--- src/rtl/ahb_pkg.sv ---
// Shared AHB encodings and helpers for the arbiter slice.
package ahb_pkg;

    typedef enum logic [1:0] {
        HTRANS_IDLE   = 2'b00,
        HTRANS_BUSY   = 2'b01,
        HTRANS_NONSEQ = 2'b10,
        HTRANS_SEQ    = 2'b11
    } htrans_t;

    typedef enum logic [2:0] {
        HBURST_SINGLE = 3'b000,
        HBURST_INCR   = 3'b001,
        HBURST_WRAP4  = 3'b010,
        HBURST_INCR4  = 3'b011,
        HBURST_WRAP8  = 3'b100,
        HBURST_INCR8  = 3'b101,
        HBURST_WRAP16 = 3'b110,
        HBURST_INCR16 = 3'b111
    } hburst_t;

    typedef enum logic [1:0] {
        HRESP_OKAY  = 2'b00,
        HRESP_ERROR = 2'b01,
        HRESP_RETRY = 2'b10,
        HRESP_SPLIT = 2'b11
    } hresp_t;

    localparam int unsigned MST_W     = 4;
    localparam int unsigned BEATS_W   = 4;
    localparam logic [3:0]  DUMMY_MST = 4'd15;

    // Beats in a fixed-length burst; 1 for SINGLE, 0 for undefined-length INCR.
    function automatic logic [4:0] burst_len(input logic [2:0] burst);
        logic [4:0] len;
        case (hburst_t'(burst))
            HBURST_SINGLE:                len = 5'd1;
            HBURST_WRAP4,  HBURST_INCR4:  len = 5'd4;
            HBURST_WRAP8,  HBURST_INCR8:  len = 5'd8;
            HBURST_WRAP16, HBURST_INCR16: len = 5'd16;
            default:                      len = 5'd0;
        endcase
        return len;
    endfunction

    // Index of the lowest set bit, or the dummy master index when none is set.
    function automatic logic [3:0] onehot_idx(input logic [15:0] vec);
        logic [3:0] idx;
        idx = DUMMY_MST;
        for (int i = 15; i >= 0; i--) begin
            if (vec[4'(i)]) begin
                idx = 4'(i);
            end
        end
        return idx;
    endfunction

endpackage

--- src/rtl/ahb_arb_picker.sv ---
// Rotating-base priority select over unmasked requesters.
module ahb_arb_picker
    import ahb_pkg::*;
#(
    parameter int unsigned P_NUMM = 4
) (
    input  logic [P_NUMM-1:0] req,
    input  logic [P_NUMM-1:0] mask,
    input  logic [3:0]        base,
    input  logic              mode,
    output logic [P_NUMM-1:0] pick_c,
    output logic              valid_c
);

    localparam int unsigned IDX_W = (P_NUMM > 1) ? $clog2(P_NUMM) : 1;

    logic [P_NUMM-1:0] eligible;
    int unsigned       start;
    int unsigned       idx;

    assign eligible = req & ~mask;

    // Walk eligible requesters from the start index upward with wrap; first hit wins.
    always_comb begin
        pick_c  = '0;
        valid_c = 1'b0;
        start   = mode ? 32'(base) : 32'd0;
        idx     = 32'd0;
        for (int unsigned i = 0; i < P_NUMM; i++) begin
            idx = start + i;
            if (idx >= P_NUMM) begin
                idx = idx - P_NUMM;
            end
            if (!valid_c && eligible[IDX_W'(idx)]) begin
                pick_c[IDX_W'(idx)] = 1'b1;
                valid_c             = 1'b1;
            end
        end
    end

endmodule

--- src/rtl/ahb_arbiter_nm.sv ---
// AHB bus arbiter: fixed or round-robin, burst/lock aware, SPLIT masking.
module ahb_arbiter_nm
    import ahb_pkg::*;
#(
    parameter int unsigned P_NUMM        = 4,
    parameter int unsigned P_MODE        = 1,
    parameter int unsigned P_DEFAULT_MST = 0
) (
    input  logic              HCLK,
    input  logic              HRESETn,
    input  logic [P_NUMM-1:0] HBUSREQ,
    input  logic [P_NUMM-1:0] HLOCK,
    input  logic [1:0]        HTRANS,
    input  logic [2:0]        HBURST,
    input  logic              HREADY,
    input  logic [1:0]        HRESP,
    input  logic [15:0]       HSPLIT,
    output logic [P_NUMM-1:0] HGRANT,
    output logic [3:0]        HMASTER,
    output logic              HMASTLOCK
);

    localparam int unsigned       IDX_W      = (P_NUMM > 1) ? $clog2(P_NUMM) : 1;
    localparam logic [P_NUMM-1:0] DEF_ONEHOT = {{(P_NUMM-1){1'b0}}, 1'b1} << P_DEFAULT_MST;

    logic [P_NUMM-1:0]  mask;
    logic [BEATS_W-1:0] beats_left;
    logic [MST_W-1:0]   rr_ptr;
    logic               early_q;
    logic               split_q;

    logic               owner_valid;
    logic [IDX_W-1:0]   own_idx;
    htrans_t            trans;
    hburst_t            burst;
    logic               fixed_burst;
    logic               resp_err;
    logic               resp_split;
    logic               arb_pt_c;

    logic [MST_W-1:0]   grant_idx;
    logic               grant_valid;
    logic               lock_hold;
    logic               owner_lock;

    logic [MST_W-1:0]   base;
    logic [P_NUMM-1:0]  pick;
    logic               pick_valid;
    logic [MST_W-1:0]   pick_idx;

    logic [P_NUMM-1:0]  grant_nxt;
    logic [MST_W-1:0]   rr_nxt;
    logic [BEATS_W-1:0] beats_nxt;
    logic [P_NUMM-1:0]  split_set_vec;
    logic [P_NUMM-1:0]  mask_nxt;
    logic               hsplit_unused;

    assign hsplit_unused = ^HSPLIT[15:P_NUMM];

    // Decode the current address phase and decide whether this edge is an arbitration point.
    always_comb begin
        owner_valid = (32'(HMASTER) < P_NUMM);
        own_idx     = IDX_W'(HMASTER);
        trans       = owner_valid ? htrans_t'(HTRANS) : HTRANS_IDLE;
        burst       = hburst_t'(HBURST);
        fixed_burst = (burst_len(HBURST) > 5'd1);
        resp_err    = (hresp_t'(HRESP) != HRESP_OKAY);
        resp_split  = (hresp_t'(HRESP) == HRESP_SPLIT);
        arb_pt_c    = HREADY && (early_q || resp_err
                      || (trans == HTRANS_IDLE)
                      || (trans == HTRANS_NONSEQ && burst == HBURST_SINGLE)
                      || ((trans == HTRANS_NONSEQ || trans == HTRANS_SEQ)
                          && burst == HBURST_INCR && !HBUSREQ[own_idx])
                      || (trans == HTRANS_SEQ && fixed_burst && beats_left == 4'd1));
    end

    // Current grant holder and whether its lock pins the bus.
    always_comb begin
        grant_idx   = onehot_idx(16'(HGRANT));
        grant_valid = |HGRANT;
        owner_lock  = grant_valid && HLOCK[IDX_W'(grant_idx)];
        lock_hold   = owner_lock && !mask[IDX_W'(grant_idx)];
        base        = (32'(rr_ptr) + 32'd1 >= P_NUMM) ? 4'd0 : rr_ptr + 4'd1;
        pick_idx    = onehot_idx(16'(pick));
    end

    ahb_arb_picker #(
        .P_NUMM (P_NUMM)
    ) u_picker (
        .req     (HBUSREQ),
        .mask    (mask),
        .base    (base),
        .mode    (P_MODE == 1),
        .pick_c  (pick),
        .valid_c (pick_valid)
    );

    // Next grant: hold unless arbitrating; winner, else default master, else dummy.
    always_comb begin
        grant_nxt = HGRANT;
        rr_nxt    = rr_ptr;
        if (arb_pt_c && !lock_hold) begin
            if (pick_valid) begin
                grant_nxt = pick;
                rr_nxt    = pick_idx;
            end else if (!mask[IDX_W'(P_DEFAULT_MST)]) begin
                grant_nxt = DEF_ONEHOT;
            end else begin
                grant_nxt = '0;
            end
        end
    end

    // Beat counter for fixed-length bursts; error responses abandon the burst.
    always_comb begin
        beats_nxt = beats_left;
        if (resp_err) begin
            beats_nxt = '0;
        end else if (HREADY) begin
            case (trans)
                HTRANS_IDLE:   beats_nxt = '0;
                HTRANS_NONSEQ: beats_nxt = fixed_burst ? BEATS_W'(burst_len(HBURST) - 5'd1) : '0;
                HTRANS_SEQ:    beats_nxt = (beats_left != '0) ? beats_left - 4'd1 : '0;
                default:       beats_nxt = beats_left;
            endcase
        end
    end

    // SPLIT mask: set on the first SPLIT wait cycle, release via HSPLIT (release wins).
    always_comb begin
        split_set_vec = '0;
        if (resp_split && !HREADY && !split_q && owner_valid) begin
            split_set_vec[own_idx] = 1'b1;
        end
        mask_nxt = (mask | split_set_vec) & ~HSPLIT[P_NUMM-1:0];
    end

    // State and registered outputs; HMASTER/HMASTLOCK follow the grant one address phase later.
    always_ff @(posedge HCLK or negedge HRESETn) begin
        if (!HRESETn) begin
            HGRANT     <= DEF_ONEHOT;
            HMASTER    <= 4'(P_DEFAULT_MST);
            HMASTLOCK  <= 1'b0;
            mask       <= '0;
            beats_left <= '0;
            rr_ptr     <= 4'(P_DEFAULT_MST);
            early_q    <= 1'b0;
            split_q    <= 1'b0;
        end else begin
            HGRANT     <= grant_nxt;
            rr_ptr     <= rr_nxt;
            mask       <= mask_nxt;
            beats_left <= beats_nxt;
            early_q    <= HREADY ? 1'b0 : (early_q | resp_err);
            split_q    <= resp_split && !HREADY;
            if (HREADY) begin
                HMASTER   <= grant_idx;
                HMASTLOCK <= owner_lock;
            end
        end
    end

endmodule

--- config.mk ---
export PLATFORM = sky130hd
export DESIGN_NAME = ahb_arbiter_nm
export DESIGN_NICKNAME = d
export VERILOG_FILES = /design/src/rtl/ahb_pkg.sv /design/src/rtl/ahb_arb_picker.sv /design/src/rtl/ahb_arbiter_nm.sv
export SDC_FILE = /design/constraint.sdc
export NUM_CORES = 1
export LEC_CHECK = 0
export ABC_AREA = 1
export CAP_MARGIN = 15
export CELL_PAD_IN_SITES_DETAIL_PLACEMENT = 1
export CELL_PAD_IN_SITES_GLOBAL_PLACEMENT = 2
export CORE_MARGIN = 1.5
export CORE_UTILIZATION = 24
export DETAILED_ROUTE_END_ITERATION = 12
export PLACE_DENSITY_LB_ADDON = 0.1
export SLEW_MARGIN = 20
export SYNTH_ARGS = -nofsm -noshare
export SYNTH_HDL_FRONTEND = slang
export SYNTH_HIERARCHICAL = 1
export SYNTH_SLANG_ARGS = --single-unit
export TNS_END_PERCENT = 30
--- constraint.sdc ---
create_clock -name HCLK -period 2.3 [get_ports HCLK]
set_input_delay 0.46 -clock HCLK [delete_from_list [all_inputs] [get_ports HCLK]]
set_output_delay 0.46 -clock HCLK [all_outputs]
set_load 0.01 [all_outputs]
==> results <==
==> registers in the layout (all words and copies together) (netlist names) <==
name        cells
beats_left      4
HGRANT          4
early_q         1
HMASTER         3
mask            4
rr_ptr          3
split_q         1
HMASTLOCK       1
==> synth_stat cells (all sizes together) (3+ instances only) <==
master | instances | area [µm²]
nand2 | 89 | 379
inv | 37 | 139
nand3 | 32 | 203
dfrtp | 20 | 500
nor2 | 18 | 113
a21oi | 11 | 55.1
ha | 9 | 113
nand4 | 9 | 56.3
o21ai | 9 | 45.0
nand3b | 5 | 37.5
nor3 | 4 | 25.0
o22ai | 3 | 18.8
==> tightest hold or removal path: cells and delay by family, from the launching register on <==
family | cells | cell delay [ns]
flip-flops | 1 | 0.39
AO/OA/AOI/OAI | 1 | 0.05
AND/OR/NAND/NOR | 1 | 0.06
==> layer usage <==
| metal | vias up | wire [µm] | global-route usage, % | share of wire [%] |
|---|---|---|---|---|
| li1 | 936 | - | - | - |
| met1 | 808 | 2430 | 17.5 | 49 |
| met2 | 20 | 2410 | 24.2 | 48 |
| met3 | 2 | 90 | 1.39 | 1.8 |
| met4 | 0 | 40 | 3.78 | 0.80 |
| met5 | - | 0 | 0 | 0 |
==> metrics by stage <==
step                      instances  hold slack [ns]  util, %  power [W]
after CTS                       407            0.503     33.8    0.00260
after global placement          401            0.479     32.0    0.00215
final                           407            0.496     34.4    0.00264
after floorplan                 260            0.164        -    0.00158
after global routing            407            0.546     34.4    0.00291
after detailed placement        401            0.484     32.0    0.00217
==> final cells by class <==
cell class | instances | share of cell area (%)
repair buffers | 45 | 16.5
inverters | 39 | 6.63
flip-flops and latches | 21 | 21.1
multi-input cells | 199 | 48.9
clock buffers | 3 | 1.66
well taps | 99 | 4.97
clock inverters | 1 | 0.201
==> cells by family (layout without fill, tap and decap cells) <==
logic type | Yosys count | after routing | share of synthesized area, %
simple gates | 160 | 161 | 46.4
buf+inv | 41 | 88 | 9.82
compound gates | 26 | 26 | 7.80
flops | 21 | 21 | 29.3
fa+ha+maj | 9 | 9 | 6.27
other cells | 2 | 3 | 0.418
==> worst paths after layout <==
kind,endpoint,depth (start not counted),startpoint,slack (ns)
max,rr_ptr[3],12,rr_ptr[1],-0.08
min reg2reg,HGRANT[0],2,HGRANT[0],0.50
max reg2reg,rr_ptr[3],12,rr_ptr[1],-0.08
min in group asynchronous,mask[3],2,HRESETn,0.55
min,HGRANT[0],2,HGRANT[0],0.50
max in group asynchronous,HGRANT[0],2,HRESETn,1.47
==> cells in the final DEF (no fill, tap or decap), types with 2 or more instances in the layout <==
cell / n
nand3_1: 20
o21ai_0: 5
nand3_2: 8
inv_2: 7
nor2_4: 2
nor2_1: 13
nand2_4: 4
nor2_2: 2
nand2_1: 78
buf_4: 16
dfrtp_1: 20
clkdlybuf4s50_1: 29
nand3b_1: 5
a21oi_1: 10
ha_1: 7
o21ai_1: 4
conb_1: 3
nand4_1: 9
nand3_4: 4
inv_1: 30
nand2_2: 7
nor3_2: 2
nor2_8: 2
o22ai_1: 3
clkbuf_8: 3
==> report_power, final <==
part | total, W | switching, W | internal (W)
combinational | 0.00182 | 0.00103 | 0.000783
sequential | 0.000577 | 0.000112 | 0.000466
clock | 0.000250 | 0.000129 | 0.000121
==> repair_timing <==
| item | in CTS | in global routing |
|---|---|---|
| pin swaps | 17 | 7 |
| cloned | 1 | 0 |
| gates resized for setup | 16 | 7 |
| setup endpoints to repair | 7 | 7 |
| buffers inserted | 1 | 0 |
| endpoints found under the hold margin | 0 | 0 |
==> run summary <==
status: finished, violations left
failing checks: negative setup slack
NumNets Final: 352
clock root buffer: clkbuf_8
area of placed instances: 2320 µm²
Final Setup Violations: 4
Setup WS pre-CTS: -0.265 ns
routed len/inst: 12.2 µm
initial core utilization: 24.8%
Reg area: 527 µm²
total global routing track utilization: 13.6%
initial antenna violation count: 0
H-tree levels: 1
drt drc: 0
Clock Latency Late Sink: 0.26 ns
Die Y: 89.5 µm
setup clock skew after layout: 0.00488 ns
Crit-path slowest cell: dfrtp_1
Yosys Warn Count: 6
Buf/Inv on CP: 0
drt pass-1 iters: 4
Post-Syn Instances: 259
gr ovfl total: 0
PwrDens: 1060 nW/µm²
global-route wire length before repair: 8470 µm
vias in the first global route: 1,854
VDD IR-drop max: 0.471 mV
LEAKAGE: 1.17 nW
# diodes: 0
final worst slack: -0.0825 ns
worst hold-check path type: flip-flop to flip-flop
synth unique cells: 34
area of the multi-input gates: 1220 µm²
Final Cell Area: 2490 µm²
FMAX: 420 MHz
RSZ-0062 raised after global routing: true
drt initial violations: 24
number of max-cap violations: 0
critical setup path kind: flip-flop to flip-flop
clock sink count: 21
Worst EP arrival: 2.59 ns
row count: 31
largest net degree at the start of global routing: 22
mapped cell area: 1800 µm²
register area share after synthesis: 29.3%
PortBufs: 29
asr flop ratio synth: 100%
period utilisation layout: 104%
crit-path max FO: 6
Main synth FF type: dfrtp_1
# fillers: 926
#FFs+latches synth: 21
Max stage delay on crit path: 0.42 ns
Hold Vio Cnt, Final: 0
CP Data Required Time: 2.50 ns
Fin Setup TNS: -0.225 ns
number of buffers created by CTS: 3
Clock transition at path regs: 0.08 ns
Post-CTS Hold Buffers: 0
die area: 8010 µm²
Detail Route Antenna Nets: 0
total core area: 7250 µm²
area grow syn2layout: 38.7%
HPWL after DPL: 4000 µm
Worst setup EP type: flip-flop
IO Count: 43
max-slew violations: 0
via count: 1,766
syn_area_per_cell: 6.94 µm²
fraction of layout cells with a size suffix above 1: 22.1%
die width: 89.5 µm
startpoint types: flip-flop
CTS tree: done
vias per std cell: 4.34
Tmin final: 2.38 ns
CP top delay family: simple AND/OR/NAND/NOR gates
gpl congestion: 0.747
number of synthesized flops with an enable pin: 0
final wirelength: 4970 µm
deepest clock path buffer count: 2
CP Cell Sequence: ha_1 -> nor3b_4 -> nand2_2 -> ha_4 -> nand3_2 -> nand2_4 -> nor2_4 -> nand3b_1 -> nand3_4 -> nor4_4 -> nand4_1 -> nand2_1
No activity file was read; power rests on OpenSTA's default activity.
